## src/rtl/adder_pkg.sv

```systemverilog
// Shared definitions for the pipelined carry-lookahead adder/subtractor.
// Mode encodings and the stage-count helper used by the RTL and benches.
package adder_pkg;

  localparam logic ADD = 1'b0;
  localparam logic SUB = 1'b1;

  // Pipeline depth: one stage per SEG-bit segment.
  function automatic int nseg(input int width, input int seg);
    return width / seg;
  endfunction

endpackage

```

## src/rtl/cla_seg.sv

```systemverilog
// Combinational SEG-bit carry-lookahead slice: every carry is a flat
// sum-of-products of generate/propagate terms rather than a ripple chain.
module cla_seg #(
  parameter int SEG = 8
) (
  input  logic [SEG-1:0] a,
  input  logic [SEG-1:0] b,
  input  logic           ci,
  output logic [SEG-1:0] s,
  output logic           co,
  output logic           c_msb
);

  logic [SEG-1:0] p;
  logic [SEG-1:0] g;
  logic [SEG:0]   c;

  assign p = a ^ b;
  assign g = a & b;

  // c[i+1] = g[i] | p[i]g[i-1] | ... | p[i..0]ci
  always_comb begin
    logic term;
    // NOTE: every variable assigned here gets a default first so no path leaves it unassigned (no latch).
    c    = '0;
    term = 1'b0;
    c[0] = ci;
    for (int i = 0; i < SEG; i++) begin
      c[i+1] = g[i];
      term   = p[i];
      for (int j = i - 1; j >= 0; j--) begin
        c[i+1] = c[i+1] | (term & g[j]);
        term   = term & p[j];
      end
      c[i+1] = c[i+1] | (term & ci);
    end
  end

  assign s     = p ^ c[SEG-1:0];
  assign co    = c[SEG];
  assign c_msb = c[SEG-1];

endmodule

```

## src/rtl/pipe_cla_adder.sv

```systemverilog
// Pipelined carry-lookahead adder/subtractor: one SEG-bit segment per stage,
// carry registered between stages, valid/ready handshake with global stall.
module pipe_cla_adder
  import adder_pkg::*;
#(
  parameter int WIDTH = 32,
  parameter int SEG   = 8
) (
  input  logic             clk,
  input  logic             rst_n,
  input  logic             in_valid,
  output logic             in_ready,
  input  logic [WIDTH-1:0] in1,
  input  logic [WIDTH-1:0] in2,
  input  logic             cin,
  input  logic             sub,
  output logic             out_valid,
  input  logic             out_ready,
  output logic [WIDTH-1:0] sum,
  output logic             cout,
  output logic             ovf
);

  localparam int NSEG = nseg(WIDTH, SEG);
  localparam int MSB  = WIDTH - 1;

  if (WIDTH % SEG != 0) begin : g_bad_cfg
    $error("pipe_cla_adder: WIDTH must be a multiple of SEG");
  end

  logic             adv;
  logic [WIDTH-1:0] b_eff;
  logic             c0;

  // Stage registers: skewed operands, partial sum, carry out, valid.
  logic [WIDTH-1:0] a_q [NSEG];
  logic [WIDTH-1:0] b_q [NSEG];
  logic [WIDTH-1:0] s_q [NSEG];
  logic             c_q [NSEG];
  logic             v_q [NSEG];
  logic             ovf_q;

  logic [WIDTH-1:0] a_in   [NSEG];
  logic [WIDTH-1:0] b_in   [NSEG];
  logic [WIDTH-1:0] s_in   [NSEG];
  logic [WIDTH-1:0] s_next [NSEG];
  logic             c_in   [NSEG];
  logic [SEG-1:0]   s_seg  [NSEG];
  logic [NSEG-1:0]  co;
  logic [NSEG-1:0]  c_msb;
  logic             ovf_next;
  logic             unused_c_msb;

  assign adv      = !out_valid || out_ready;
  assign in_ready = adv;

  // Subtraction is A + ~B + 1; cin only matters in add mode.
  assign b_eff = (sub == SUB) ? ~in2 : in2;
  assign c0    = (sub == SUB) ? 1'b1 : cin;

  for (genvar k = 0; k < NSEG; k++) begin : g_stage
    localparam logic [WIDTH-1:0] SEG_MASK = WIDTH'({SEG{1'b1}}) << (k * SEG);

    if (k == 0) begin : g_first
      assign a_in[k] = in1;
      assign b_in[k] = b_eff;
      assign c_in[k] = c0;
      assign s_in[k] = '0;
    end else begin : g_next
      assign a_in[k] = a_q[k-1];
      assign b_in[k] = b_q[k-1];
      assign c_in[k] = c_q[k-1];
      assign s_in[k] = s_q[k-1];
    end

    cla_seg #(.SEG(SEG)) u_seg (
      .a     (a_in[k][k*SEG +: SEG]),
      .b     (b_in[k][k*SEG +: SEG]),
      .ci    (c_in[k]),
      .s     (s_seg[k]),
      .co    (co[k]),
      .c_msb (c_msb[k])
    );

    assign s_next[k] = (s_in[k] & ~SEG_MASK) | (WIDTH'(s_seg[k]) << (k * SEG));
  end

  // Overflow from the sign bits seen by the last stage.
  assign ovf_next = (a_in[NSEG-1][MSB] == b_in[NSEG-1][MSB]) &&
                    (s_next[NSEG-1][MSB] != a_in[NSEG-1][MSB]);

  assign unused_c_msb = ^c_msb;

  always_ff @(posedge clk or negedge rst_n) begin
    if (!rst_n) begin
      // NOTE: datapath registers are reset too, so sum/cout/ovf read zero out of reset.
      for (int k = 0; k < NSEG; k++) begin
        a_q[k] <= '0;
        b_q[k] <= '0;
        s_q[k] <= '0;
        c_q[k] <= 1'b0;
        v_q[k] <= 1'b0;
      end
      ovf_q <= 1'b0;
    end else if (adv) begin
      // NOTE: non-blocking assignments so every stage shifts from pre-edge values.
      v_q[0] <= in_valid;
      for (int k = 1; k < NSEG; k++) begin
        v_q[k] <= v_q[k-1];
      end
      for (int k = 0; k < NSEG; k++) begin
        a_q[k] <= a_in[k];
        b_q[k] <= b_in[k];
        s_q[k] <= s_next[k];
        c_q[k] <= co[k];
      end
      ovf_q <= ovf_next;
    end
  end

  assign out_valid = v_q[NSEG-1];
  assign sum       = s_q[NSEG-1];
  assign cout      = c_q[NSEG-1];
  assign ovf       = ovf_q;

endmodule
```

## config.mk

```make
export PLATFORM = sky130hd
export DESIGN_NAME = pipe_cla_adder
export DESIGN_NICKNAME = d
export VERILOG_FILES = /design/src/rtl/adder_pkg.sv /design/src/rtl/cla_seg.sv /design/src/rtl/pipe_cla_adder.sv
export SDC_FILE = /design/constraint.sdc
export NUM_CORES = 1
export LEC_CHECK = 0
export ABC_AREA = 1
export BUFFER_PORTS_ARGS = -buffer_cell sky130_fd_sc_hd__clkbuf_2
export CAP_MARGIN = 10
export CELL_PAD_IN_SITES_DETAIL_PLACEMENT = 1
export CELL_PAD_IN_SITES_GLOBAL_PLACEMENT = 1
export CORE_ASPECT_RATIO = 1.5
export CORE_UTILIZATION = 48
export DETAILED_ROUTE_END_ITERATION = 12
export GPL_TIMING_DRIVEN = 0
export PLACE_DENSITY = 0.87
export SLEW_MARGIN = 20
export SYNTH_ARGS = -nofsm -noshare
export SYNTH_HDL_FRONTEND = slang
export SYNTH_HIERARCHICAL = 1
export SYNTH_SLANG_ARGS = --single-unit
```

## constraint.sdc

```tcl
create_clock -name clk -period 3.91 [get_ports clk]
set_clock_uncertainty 0.05 [all_clocks]
set_input_delay 0.1955 -clock clk [delete_from_list [all_inputs] [get_ports clk]]
set_output_delay 0.1955 -clock clk [all_outputs]
set_load 0.05 [all_outputs]
```

==> results.cfg <==
[job]
max_cap_viol_count = 0

[worst_setup_path]
cpPeakStageDelay_ns = 0.43
cp_num_buf_inv = 5
cpLargestDelayFamily = buffers and inverters
criticalPathCategory = register to output pin
startpoint_type = register
worstPathCellList = inv_1 -> nor2_4 -> inv_2 -> buf_6 -> buf_2 -> clkbuf_2
cp.required_ns = 3.66
critical_path.max_fanout = 10
cp_data_arrival_time_ns = 1.94
critical_path.endpoint_type = output pin
cpMaxStageDelayCell = sky130_fd_sc_hd__dfrtp_1

[synthesis]
netlist_instances = 1070
netlist_top_cells_count = 444 x sky130_fd_sc_hd__nand2_1, 185 x sky130_fd_sc_hd__dfrtp_1, 84 x sky130_fd_sc_hd__inv_1
synth-async-reset-ratio_pct = 100
synth_seq_area_share_pct = 50.4
synth.yosys.warnings = 6
netlist-cell-type-count = 26
netlist.area_leader.share_pct = 50.4
synth_flop_cell = sky130_fd_sc_hd__dfrtp_1
synth_edf_count = 0
synthTopCellsByArea = sky130_fd_sc_hd__dfrtp_1 50%, sky130_fd_sc_hd__nand2_1 18%, sky130_fd_sc_hd__ha_1 4.9%
post-synth-top-count-cell = sky130_fd_sc_hd__nand2_1
yosys.area.top_type = sky130_fd_sc_hd__dfrtp_1
syn-num-nets = 1180
postSynthRegisterBits = 185
synth_area_um2 = 9180
synthesis.area_per_instance_um2 = 8.58

[power]
p_clk_share_pct = 19.2
power_per_cell_area_nw_per_um2 = 864
netSwitchingFraction_pct = 45.1
pwr-share-seq_pct = 34.4
cellInternalPower_mw = 5.28
netSwitchingPower_mw = 4.33
combinationalPowerShare_pct = 46.4
vdd_ir_drop_max_v = 0.000383
fin_total_pwr_mw = 9.60
cellLeakagePower_nw = 5.92

[die]
ioPinCount = 106
floorplan.initialDensity_pct = 49.3
die_w_um = 115
floorplan_die_area_um2 = 19700
fp.dieH_um = 171
core_area_um2 = 18600
std_cell_rows = 61

[detailed_routing]
via_count = 7728
detailedRoute.firstIterationViolations = 388
initial_drt_pass_iterations = 5
post_dr_wirelength_cell_um = 17.8
residual_drc_count = 0
met3RoutedLength_um = 717
detail-route-antenna-nets = 0
route.top_layer_used = met4
routed-wl-met2_um = 14900
wl_um = 26700
m1_wl_um = 10000
vias_per_cell = 5.16

[global_routing]
groute.usage.overall_pct = 29.6
grt_pass1_wl_um = 43900
first_global_vias = 8723
maximum_number_of_pins_on_one_net_before_global_route_repair = 74
grt_overflow = 0
grt_antenna_before_repair = 0

[sta]
finalSetupViolCount = 0
timing.max_slew.rel_slack_pct = 66.5
tightest_slew_ns = 0.503
fmax_mhz = 458
hold_ws_ns = -0.00572
slew_violations = 0
grt_setup_unrepaired = false
final_period_minus_worst_setup_slack_ns = 2.19
hold_viol = 1
share_of_the_clock_period_used_by_the_worst_path_after_layout_pct = 55.9

[clocking]
cts-buffers-inserted = 17
clkSlewWorstSetupHoldPaths_ns = 0.07
clk_latency_ns = 0.44
clock-sinks = 185
cts_tree = yes
clockRootBuffer = sky130_fd_sc_hd__clkbuf_16
hold_buffer_count_at_cts = 41
ctsResizeCount = 0
cts.path.max_buffers = 2
cts_setup_buffers = 0
h_tree_levels = 4

[cells_and_area]
total_inserted_antenna_cells = 0
post-route-util_pct = 59.7
fraction_of_layout_cells_with_a_size_suffix_above_1_pct = 18.8
final_net_count = 1346
final.fill_count = 2293
areaGrowthSynthToFinish_pct = 21.0

[min_path]
worstHoldPathType = primary input to register

[outcome]
status = finished, violations left
violations = hold timing

[placement]
hpwlAfterDp_um = 18300
port_buffers = 104
place.gp.congestion = 0.855
layout by cell type (no fill, tap or decap), drive strengths merged, types with 3 or more instances in the layout:
cell type,n
a21oi,12
buf,44
bufinv,4
clkbuf,130
clkinvlp,3
dfrtp,185
dlygate4sd3,41
fa,4
ha,36
inv,88
nand2,464
nand3,33
nand4,12
nor2,30
nor3,8
o21ai,97
o21bai,4
xor2,47
registers in the layout, indices dropped and copies added (netlist names):
signal and flops:
v_q 3, b_in 48, c_in 3, ovf 1, s_in 48, a_in 48, sum 32, out_valid 1
cout 1
cells by family after synthesis:
family                     synth area share (%)
DFF                                        50.4
xor gates and xnor gates                   4.58
AOI/OAI and AO/OA                          7.57
and+or+nand+nor                            24.0
buffers and inverters                      7.66
adders and majority gates                  5.78
area by class of cell:
class | count | area, µm² | share of cell area [%]
clock inverters | 10 | 169 | 1.52
plain buffers | 48 | 375 | 3.38
flip-flops and latches | 185 | 4630 | 41.7
well taps | 252 | 315 | 2.84
repair buffers | 147 | 995 | 8.95
inverters | 87 | 328 | 2.95
clock buffers | 20 | 447 | 4.02
multi-input cells | 750 | 3850 | 34.7
routing by layer:
metal / GRT usage [%] / vias to the layer above
li1: - / 3646
met1: 32.1 / 3863
met2: 55.7 / 161
met3: 4.26 / 58
met4: 13.9 / 0
met5: 0 / -
power by group through the flow:
stage	Sequential, mW	Combinational (mW)	Clock [mW]
floorplan	3.72	2.65	0
global placement	3.27	4.14	0
detailed placement	3.31	4.35	0
CTS	3.30	4.48	1.86
global route	3.38	4.98	1.92
finish	3.30	4.46	1.84
final timing paths:
path / cells after the start / startpoint / slack, ns / end
min reg2reg: 2 / a_in[63]$_DFFE_PN0P_ / 0.43 / a_in[31]$_DFFE_PN0P_
max reg2reg: 12 / a_in[28]$_DFFE_PN0P_ / 1.95 / ovf$_DFFE_PN0P_
max: 6 / out_valid$_DFFE_PN0P_ / 1.72 / in_ready
min in group asynchronous: 2 / rst_n / 0.20 / sum[19]$_DFFE_PN0P_
max in group asynchronous: 4 / rst_n / 2.55 / b_in[72]$_DFFE_PN0P_
min: 4 / in2[17] / -0.006 / b_in[81]$_DFFE_PN0P_
worst min-delay path, cell delays in order:
cell,delay [ns]
sky130_fd_sc_hd__clkbuf_2,0.09
sky130_fd_sc_hd__xor2_1,0.06
sky130_fd_sc_hd__nand2_1,0.06
sky130_fd_sc_hd__nand2_1,0.04
stage by stage:
step | worst slack [ns] | cell area [µm²] | setup TNS (ns) | hold WS, ns | instances
floorplan | 2.06 | 9180 | 0 | -0.150 | 1070
global placement | -0.869 | 10000 | -156.64 | 0.344 | 1426
detailed placement | 1.79 | 10100 | 0 | 0.0961 | 1428
CTS | 1.74 | 11100 | 0 | 0.00179 | 1499
global route | 1.63 | 11100 | 0 | 0.000709 | 1499
finish | 1.72 | 11100 | 0 | -0.00572 | 1499
No activity file was read; power rests on OpenSTA's default activity.
